## src/rtl/cs_y_collector.sv

```systemverilog
// Collects the CS Y result stream: drops warm-up results, buffers the rest in a FWFT FIFO.
// Optional running min/max statistics are built when CS_STATS_EN is defined.
module cs_y_collector #(
    parameter int DEPTH  = 16,
    parameter int WARMUP = 9
) (
    input  logic                     clk,
    input  logic                     reset,
    input  logic [9:0]               y_in,
    input  logic                     y_vld,
    output logic [9:0]               out_data,
    output logic                     out_valid,
    input  logic                     out_ready,
    output logic [$clog2(DEPTH):0]   level,
    output logic                     ovf,
    input  logic                     clr_ovf,
    output logic [9:0]               y_max,
    output logic [9:0]               y_min
);

    localparam int DATA_W = 10;
    localparam int AW     = $clog2(DEPTH);
    localparam int LW     = AW + 1;
    localparam int WC_W   = (WARMUP > 1) ? $clog2(WARMUP) : 1;
    localparam logic [WC_W-1:0] WC_MAX = WC_W'(WARMUP - 1);
    localparam logic [LW-1:0]   LV_FULL = LW'(DEPTH);

    logic [WC_W-1:0]   r_wcnt;
    logic [AW-1:0]     r_wr_ptr;
    logic [AW-1:0]     r_rd_ptr;
    logic [LW-1:0]     r_level;
    logic              r_ovf;
    logic [DATA_W-1:0] r_mem [DEPTH];

    logic w_elig;
    logic w_full;
    logic w_pop;
    logic w_push;
    logic w_drop;

    // Warm-up counter holds at its terminal value once the CS window is full.
    function automatic logic [WC_W-1:0] wcnt_next(input logic [WC_W-1:0] cnt);
        return (cnt == WC_MAX) ? cnt : cnt + WC_W'(1);
    endfunction

    assign w_elig    = y_vld && (r_wcnt == WC_MAX);
    assign w_full    = (r_level == LV_FULL);
    assign out_valid = (r_level != '0);
    assign w_pop     = out_valid && out_ready;
    assign w_push    = w_elig && (!w_full || w_pop);
    assign w_drop    = w_elig && w_full && !w_pop;

    assign out_data = r_mem[r_rd_ptr];
    assign level    = r_level;
    assign ovf      = r_ovf;

    always_ff @(posedge clk) begin
        if (reset) begin
            r_wcnt   <= '0;
            r_wr_ptr <= '0;
            r_rd_ptr <= '0;
            r_level  <= '0;
            r_ovf    <= 1'b0;
        end else begin
            if (y_vld)
                r_wcnt <= wcnt_next(r_wcnt);
            if (w_push)
                r_wr_ptr <= r_wr_ptr + AW'(1);
            if (w_pop)
                r_rd_ptr <= r_rd_ptr + AW'(1);
            case ({w_push, w_pop})
                2'b10:   r_level <= r_level + LW'(1);
                2'b01:   r_level <= r_level - LW'(1);
                default: r_level <= r_level;
            endcase
            // A drop in the same cycle as a clear leaves the flag set.
            if (w_drop)
                r_ovf <= 1'b1;
            else if (clr_ovf)
                r_ovf <= 1'b0;
        end
    end

    // Storage carries data only, so it is not reset.
    always_ff @(posedge clk) begin
        if (w_push)
            r_mem[r_wr_ptr] <= y_in;
    end

`ifdef CS_STATS_EN
    logic [DATA_W-1:0] r_y_max;
    logic [DATA_W-1:0] r_y_min;

    // Reset values (0 / all-ones) make the first push load y_in into both.
    always_ff @(posedge clk) begin
        if (reset) begin
            r_y_max <= '0;
            r_y_min <= '1;
        end else if (w_push) begin
            if (y_in > r_y_max)
                r_y_max <= y_in;
            if (y_in < r_y_min)
                r_y_min <= y_in;
        end
    end

    assign y_max = r_y_max;
    assign y_min = r_y_min;
`else
    assign y_max = 10'd0;
    assign y_min = 10'h3FF;
`endif

endmodule
```

## config.mk

```make
export PLATFORM = sky130hd
export DESIGN_NAME = cs_y_collector
export DESIGN_NICKNAME = d
export VERILOG_FILES = /design/src/rtl/cs_y_collector.sv
export SDC_FILE = /design/constraint.sdc
export NUM_CORES = 1
export LEC_CHECK = 0
export CAP_MARGIN = 15
export CORE_MARGIN = 3
export CORE_UTILIZATION = 53
export DETAILED_ROUTE_END_ITERATION = 6
export PLACE_DENSITY = 0.76
export SYNTH_ARGS = -nofsm -noshare
export SYNTH_HDL_FRONTEND = slang
export SYNTH_SLANG_ARGS = --single-unit
```

## constraint.sdc

```tcl
create_clock -name clk -period 2.8 [get_ports clk]
set_input_delay 0.28 -clock clk [delete_from_list [all_inputs] [get_ports clk]]
set_output_delay 0.28 -clock clk [all_outputs]
set_load 0.02 [all_outputs]
```

==> results.toml, run 1 <==
[sta]
slew_violations = 0
skew_ns = 0.00906
hold_violations = 0
tightest_slew_ns = 0.780
final-setup-viol-count = 0
fin_crit_sh_pct = 96.0
max_freq_mhz = 372
max-slew-margin-rel_pct = 47.8
setup-tns-final_ns = 0
rsz0062_at_grt = "no"
fin_crit_ns = 2.69

[synthesis]
ys.warnings.count = 0
synth_commonest_cells = "edfxtp_1 (160), mux4_2 (50), nor2_1 (27)"
postSynthAreaPerCell_um2 = 19.0
syn_inst = 389
syn_area_um2 = 7390
yosysTopAreaCellShare_pct = 65.0
async_reset_ff_share_pct = 0
synth_edf_count = 160
synth.area.top_cells = "edfxtp_1 (65%), mux4_2 (15%), dfxtp_1 (6.0%)"
yosysMostFrequentCell = "edfxtp_1"
synth-seq-area-share_pct = 71.0
yosys.cell_types.count = 47
yosys.area.top_type = "edfxtp_1"
ys_seq_elements = 182
synthFlopType = "edfxtp_1"

[worst_setup_path]
crit_fanout = 14
arrival_ns = 2.41
reg2reg_slack_ns = 0.18
crit_path_end_kind = "output pin"
r2r_start = "level[2]"
critPathLaunchType = "flop"
worstRegToRegCells = 8
r2r-end = "level[4]"
crit_type = "flop to output pin"
critPathRequiredTime_ns = 2.52

[placed_design]
routabilityCongestion = 0.885
hpwlAfterDp_mm = 9.01
portBuffers = 31

[global_routing]
grt.overflow.total = 0
grt_pass1_vias = 3811
grt_max_degree = 23
grt_pass1_wl_mm = 22.2
grt.total_usage_pct = 20.6
antenna_found_initial = 0

[die]
pin_count = 52
start_util_pct = 54.9
fp.coreArea_um2 = 13500
die_area_um2 = 15400
dieWidth_um = 124
rows = 42
die_y_um = 124

[detailed_routing]
wl_mm = 14.5
ant_nets = 0
via_count = 3681
drt_iter0_markers = 428
drcViolationCount = 0
vias_per_cell = 5.81
firstDrtPassIters = 5
wl_per_cell_um = 22.9

[pwr]
fin_total_pwr_w = 0.00691
peakVddDrop_v = 0.000491
p_per_area_nw_per_um2 = 808
p_leak_nw = 2.80

[clocking]
htreeDepth = 4
cts_root_buf = "clkbuf_16"
cts_buffers = 17
clockBufferDepth = 2
clock_sinks = 182
clk_pin_slew_ns = 0.06
insertion_delay_ns = 0.42
cts_tree = "built"
cts_setup_buffers = 0

[status]
outcome = "completed"

[min_path]
holdPathStages = 4
hold_path_class = "input pin to flop"
worstHoldEndpoint = "ovf"
min_from = "clr_ovf"

[final_layout]
n_fill_cell = 909
area_growth_pct = 15.9
layout-drive-gt1-share_pct = 24.0
diodes = 0
final_nets = 469

[flow_run]
maxCapViolCount = 0
how the worst max path moves through the flow:
stage / startpoint / end / slack (ns) / cells past startpoint
3_3_place_gp: level[2] / level[4] / 0.21 / 8
5_1_grt: flop / out_data[2] / 0.02 / 4
3_5_place_dp: y_vld / level[4] / 0.17 / 8
6_report: flop / out_data[3] / 0.11 / 4
4_1_cts: flop / out_data[9] / 0.04 / 4
2_1_floorplan: level[1] / level[4] / 0.06 / 10
logic make-up after synthesis:
logic type / synth area share [%]
flops: 71.0
xor+xnor: 1.19
mux: 16.0
other cells: 0.102
buf+inv: 3.62
fa+ha+maj: 1.52
simple gates: 4.34
compound gates: 2.29
sequential cells by signal, indices dropped and copies added (netlist names), named ones only:
register	flops
r_wr_ptr	4
r_wcnt	4
r_rd_ptr	4
level	5
r_mem	160
ovf	1
placed cells by master (no fill, tap or decap), types with 2 or more instances in the layout:
cell / synthesis / final
inv_1: 6 / 6
nand2_1: 7 / 7
xor2_1: 7 / 7
o211ai_1: 2 / 2
dfxtp_1: 22 / 20
buf_12: 0 / 5
clkbuf_1: 11 / 8
nand3_1: 2 / 2
nand2b_1: 3 / 3
o21ai_0: 6 / 6
ha_1: 9 / 9
nor2_1: 27 / 27
conb_1: 2 / 20
mux2i_1: 3 / 3
dlygate4sd2_1: 0 / 9
edfxtp_1: 160 / 160
mux4_2: 50 / 50
bufinv_16: 0 / 2
buf_4: 20 / 22
clkdlybuf4s50_1: 0 / 21
a22oi_1: 3 / 3
nor3_1: 7 / 7
a21oi_1: 3 / 3
clkinv_2: 0 / 2
clkbuf_16: 0 / 17
xnor2_1: 3 / 3
nor2b_1: 6 / 6
clkbuf_8: 0 / 2
what timing repair did:
action,in CTS,in global routing
gates resized for setup,11,1
hold buffers,0,0
endpoints found under the setup margin,10,1
per-stage QoR:
| step | std cells | worst slack (ns) | hold slack, ns | area, um^2 | utilization [%] |
|---|---|---|---|---|---|
| 6_report | 634 | 0.112 | 0.469 | 8560 | 63.6 |
| 3_3_place_gp | 602 | 0.213 | 0.474 | 8010 | 59.5 |
| 2_1_floorplan | 407 | 0.0642 | 0.379 | 7460 | - |
| 5_1_grt | 634 | 0.0228 | 0.519 | 8560 | 63.6 |
| 3_5_place_dp | 602 | 0.167 | 0.481 | 8010 | 59.5 |
| 4_1_cts | 634 | 0.0433 | 0.463 | 8560 | 63.6 |
critical path, stage by stage, from the launching register on:
cell and delay (ns):
dfxtp_4 0.41, buf_12 0.19, mux4_2 0.53, mux4_2 0.51, dlygate4sd2_1 0.35
per-layer routing:
layer	vias up	routed length (um)	track usage, %
li1	1620	-	-
met1	1893	5420	25.4
met2	144	7820	35.3
met3	24	958	5.27
met4	0	300	7.46
met5	-	0	0
cell type report:
class	instances	area [um^2]	area share [%]
Clock buffer	27	483	5.64
Tap cell	176	220	2.57
Clock inverter	5	77.6	0.906
Inverter	6	22.5	0.263
Timing Repair Buffer	58	564	6.59
Multi-Input combinational cell	180	1940	22.7
Sequential cell	182	5250	61.3
where the power goes:
part           internal [W]  leakage (nW)  switching [W]
Clock               0.00136         0.270       0.000897
Combinational      0.000842         0.913       0.000707
Sequential          0.00300          1.62       0.000102
Total               0.00521          2.80        0.00171
Power figures use the tool's default switching activity.
==> inputs of run 2 (changes only) <==
--- a/config.mk
+++ b/config.mk
@@ -7,9 +7,9 @@
 export LEC_CHECK = 0
 export CAP_MARGIN = 15
 export CORE_MARGIN = 3
-export CORE_UTILIZATION = 53
+export CORE_UTILIZATION = 40
 export DETAILED_ROUTE_END_ITERATION = 6
-export PLACE_DENSITY = 0.76
+export RECOVER_POWER = 25
 export SYNTH_ARGS = -nofsm -noshare
 export SYNTH_HDL_FRONTEND = slang
 export SYNTH_SLANG_ARGS = --single-unit
==> constraint.sdc (replaced) <==
create_clock -name clk -period 2.8 [get_ports clk]
set_input_delay 0.28 -clock clk [delete_from_list [all_inputs] [get_ports clk]]
set_output_delay 0.28 -clock clk [all_outputs]
set_load 0.1 [all_outputs]
==> run 2 against run 1 <==
Combinational power rose by 52%; register-to-register slack got worse by 0.04 ns; clock power fell by 4%; critical path type unchanged.
==> results.toml, run 2 (synthesized netlist as in run 1, its figures left out) <==
[status]
outcome = "completed"

[sta]
max-slew-margin-rel_pct = 50.2
hold_violations = 0
fin_crit_sh_pct = 95.2
rsz0062_at_grt = "no"
final-setup-viol-count = 0
max_freq_mhz = 375
tightest_slew_ns = 0.744
skew_ns = 0.00642
setup-tns-final_ns = 0
fin_crit_ns = 2.67
slew_violations = 0

[worst_setup_path]
r2r-end = "level[4]"
reg2reg_slack_ns = 0.14
critPathLaunchType = "flop"
worstRegToRegCells = 7
cp_slowest_cell = "mux4_2"
crit_path_end_kind = "output pin"
critPathRequiredTime_ns = 2.52
crit_fanout = 20
critical_path_buf_inv_count = 2
r2r_start = "level[0]"
critPathMaxStageDelay_ns = 0.55
arrival_ns = 2.39
crit_type = "flop to output pin"
cp_common_cell = "mux4_2"
path_cells = "buf_16, mux4_2, mux4_2, buf_12"
path_delay_family = "multiplexers"

[min_path]
hold_path_class = "input pin to flop"
worstHoldEndpoint = "ovf"
holdPathStages = 4
min_from = "clr_ovf"

[detailed_routing]
wl_mm = 14.4
firstDrtPassIters = 4
drcViolationCount = 0
ant_nets = 0
via_count = 3605
wl_per_cell_um = 20.9
vias_per_cell = 5.22
drt_iter0_markers = 301

[placed_design]
routabilityCongestion = 0.819
hpwlAfterDp_mm = 9.17
portBuffers = 31

[global_routing]
grt.overflow.total = 0
use_met1_pct = 20.1
grt_pass1_vias = 3802
met3_usage_pct = 3.84
grt_pass1_wl_mm = 22.0
grt_use_met2_pct = 24.7
busiest_layer = "met2"
antenna_found_initial = 0
grt.total_usage_pct = 15.1
grt_max_degree = 41

[final_layout]
final_common_cell = "edfxtp_1"
final_cell_mix = "edfxtp_1 (160), mux4_2 (50), buf_4 (35), nor2_1 (27), conb_1 (20)"
n_fill_cell = 1525
diodes = 0
final_core_util_pct = 48.5
final_nets = 473
layout-drive-gt1-share_pct = 30.8
area_growth_pct = 18.4
largest_reg_flops = 160
regMostFlops = "r_mem"

[pwr]
clkPwrFrac_pct = 28.4
peakVddDrop_v = 0.000730
comb_power_share_pct = 30.7
internal-power_w = 0.00519
p_per_area_nw_per_um2 = 876
power_frac_seq_pct = 40.8
p_leak_nw = 2.89
p_switching_w = 0.00247
switching_share_pct = 32.2

[die]
die_area_um2 = 20100
die_y_um = 142
fp.coreArea_um2 = 18000
dieWidth_um = 142
start_util_pct = 41.0
rows = 49
pin_count = 52

[clocking]
cts_tree = "built"
clock_sinks = 182
cts_buffers = 17
cts_hold_buffers = 0
htreeDepth = 4
cts_root_buf = "clkbuf_16"
cts_setup_buffers = 0
clk_pin_slew_ns = 0.06
insertion_delay_ns = 0.42
clockBufferDepth = 2

[flow_run]
maxCapViolCount = 0
==> run 2: what timing repair did <==
item,CTS,global route
endpoints found under the hold margin,0,0
gates resized for setup,0,1
endpoints found under the setup margin,0,2
==> run 2: cell type report <==
type	instances	area [um^2]	share of cell area (%)
multi-input cells	180	1970	22.5
clock inverters	11	101	1.16
flip-flops and latches	182	5260	60.1
clock buffers	20	437	4.99
inverters	6	22.5	0.258
repair buffers	62	676	7.73
well taps	229	287	3.28
==> run 2: routing by layer <==
layer,up-vias,part of all wire (%)
met3,15,3.7
li1,1626,-
met2,83,50
met1,1881,45
met5,-,0
met4,0,1.3
==> run 2: worst max path at each step <==
stage,startpoint,endpoint,slack (ns),cells past startpoint
6_report,flop,out_data[6],0.13,4
5_1_grt,level[0],level[4],0.02,7
4_1_cts,flop,out_data[2],0.05,4
3_5_place_dp,y_vld,level[4],0.14,8
3_3_place_gp,y_vld,level[4],0.23,8
2_1_floorplan,level[1],level[4],0.007,10
==> run 2: power groups by stage <==
stage / registers, W / clock network (W) / logic (W)
after global routing: 0.00314 / 0.00236 / 0.00248
after floorplan: 0.00328 / 0 / 0.00162
after detailed placement: 0.00317 / 0 / 0.00234
after global placement: 0.00317 / 0 / 0.00233
final: 0.00313 / 0.00218 / 0.00235
after CTS: 0.00311 / 0.00223 / 0.00235
==> run 2: worst reg2reg max path: cells and delay by family, from the launching register on <==
kind            cells  cell delay (ns)
compound gates      3             0.73
mux                 1             0.36
fa+ha+maj           1             0.35
buf+inv             1             0.17
flops               1             0.37
simple gates        1             0.57
==> run 2: metrics by stage <==
stage	total power (W)	hold WS [ns]	cell area, um^2	std cells	setup slack (ns)
floorplan	0.00490	0.379	7470	407	0.00734
global placement	0.00550	0.472	8180	658	0.228
detailed placement	0.00551	0.496	8180	658	0.141
CTS	0.00769	0.443	8710	689	0.0503
global route	0.00798	0.502	8750	690	0.0249
finish	0.00766	0.455	8750	690	0.134
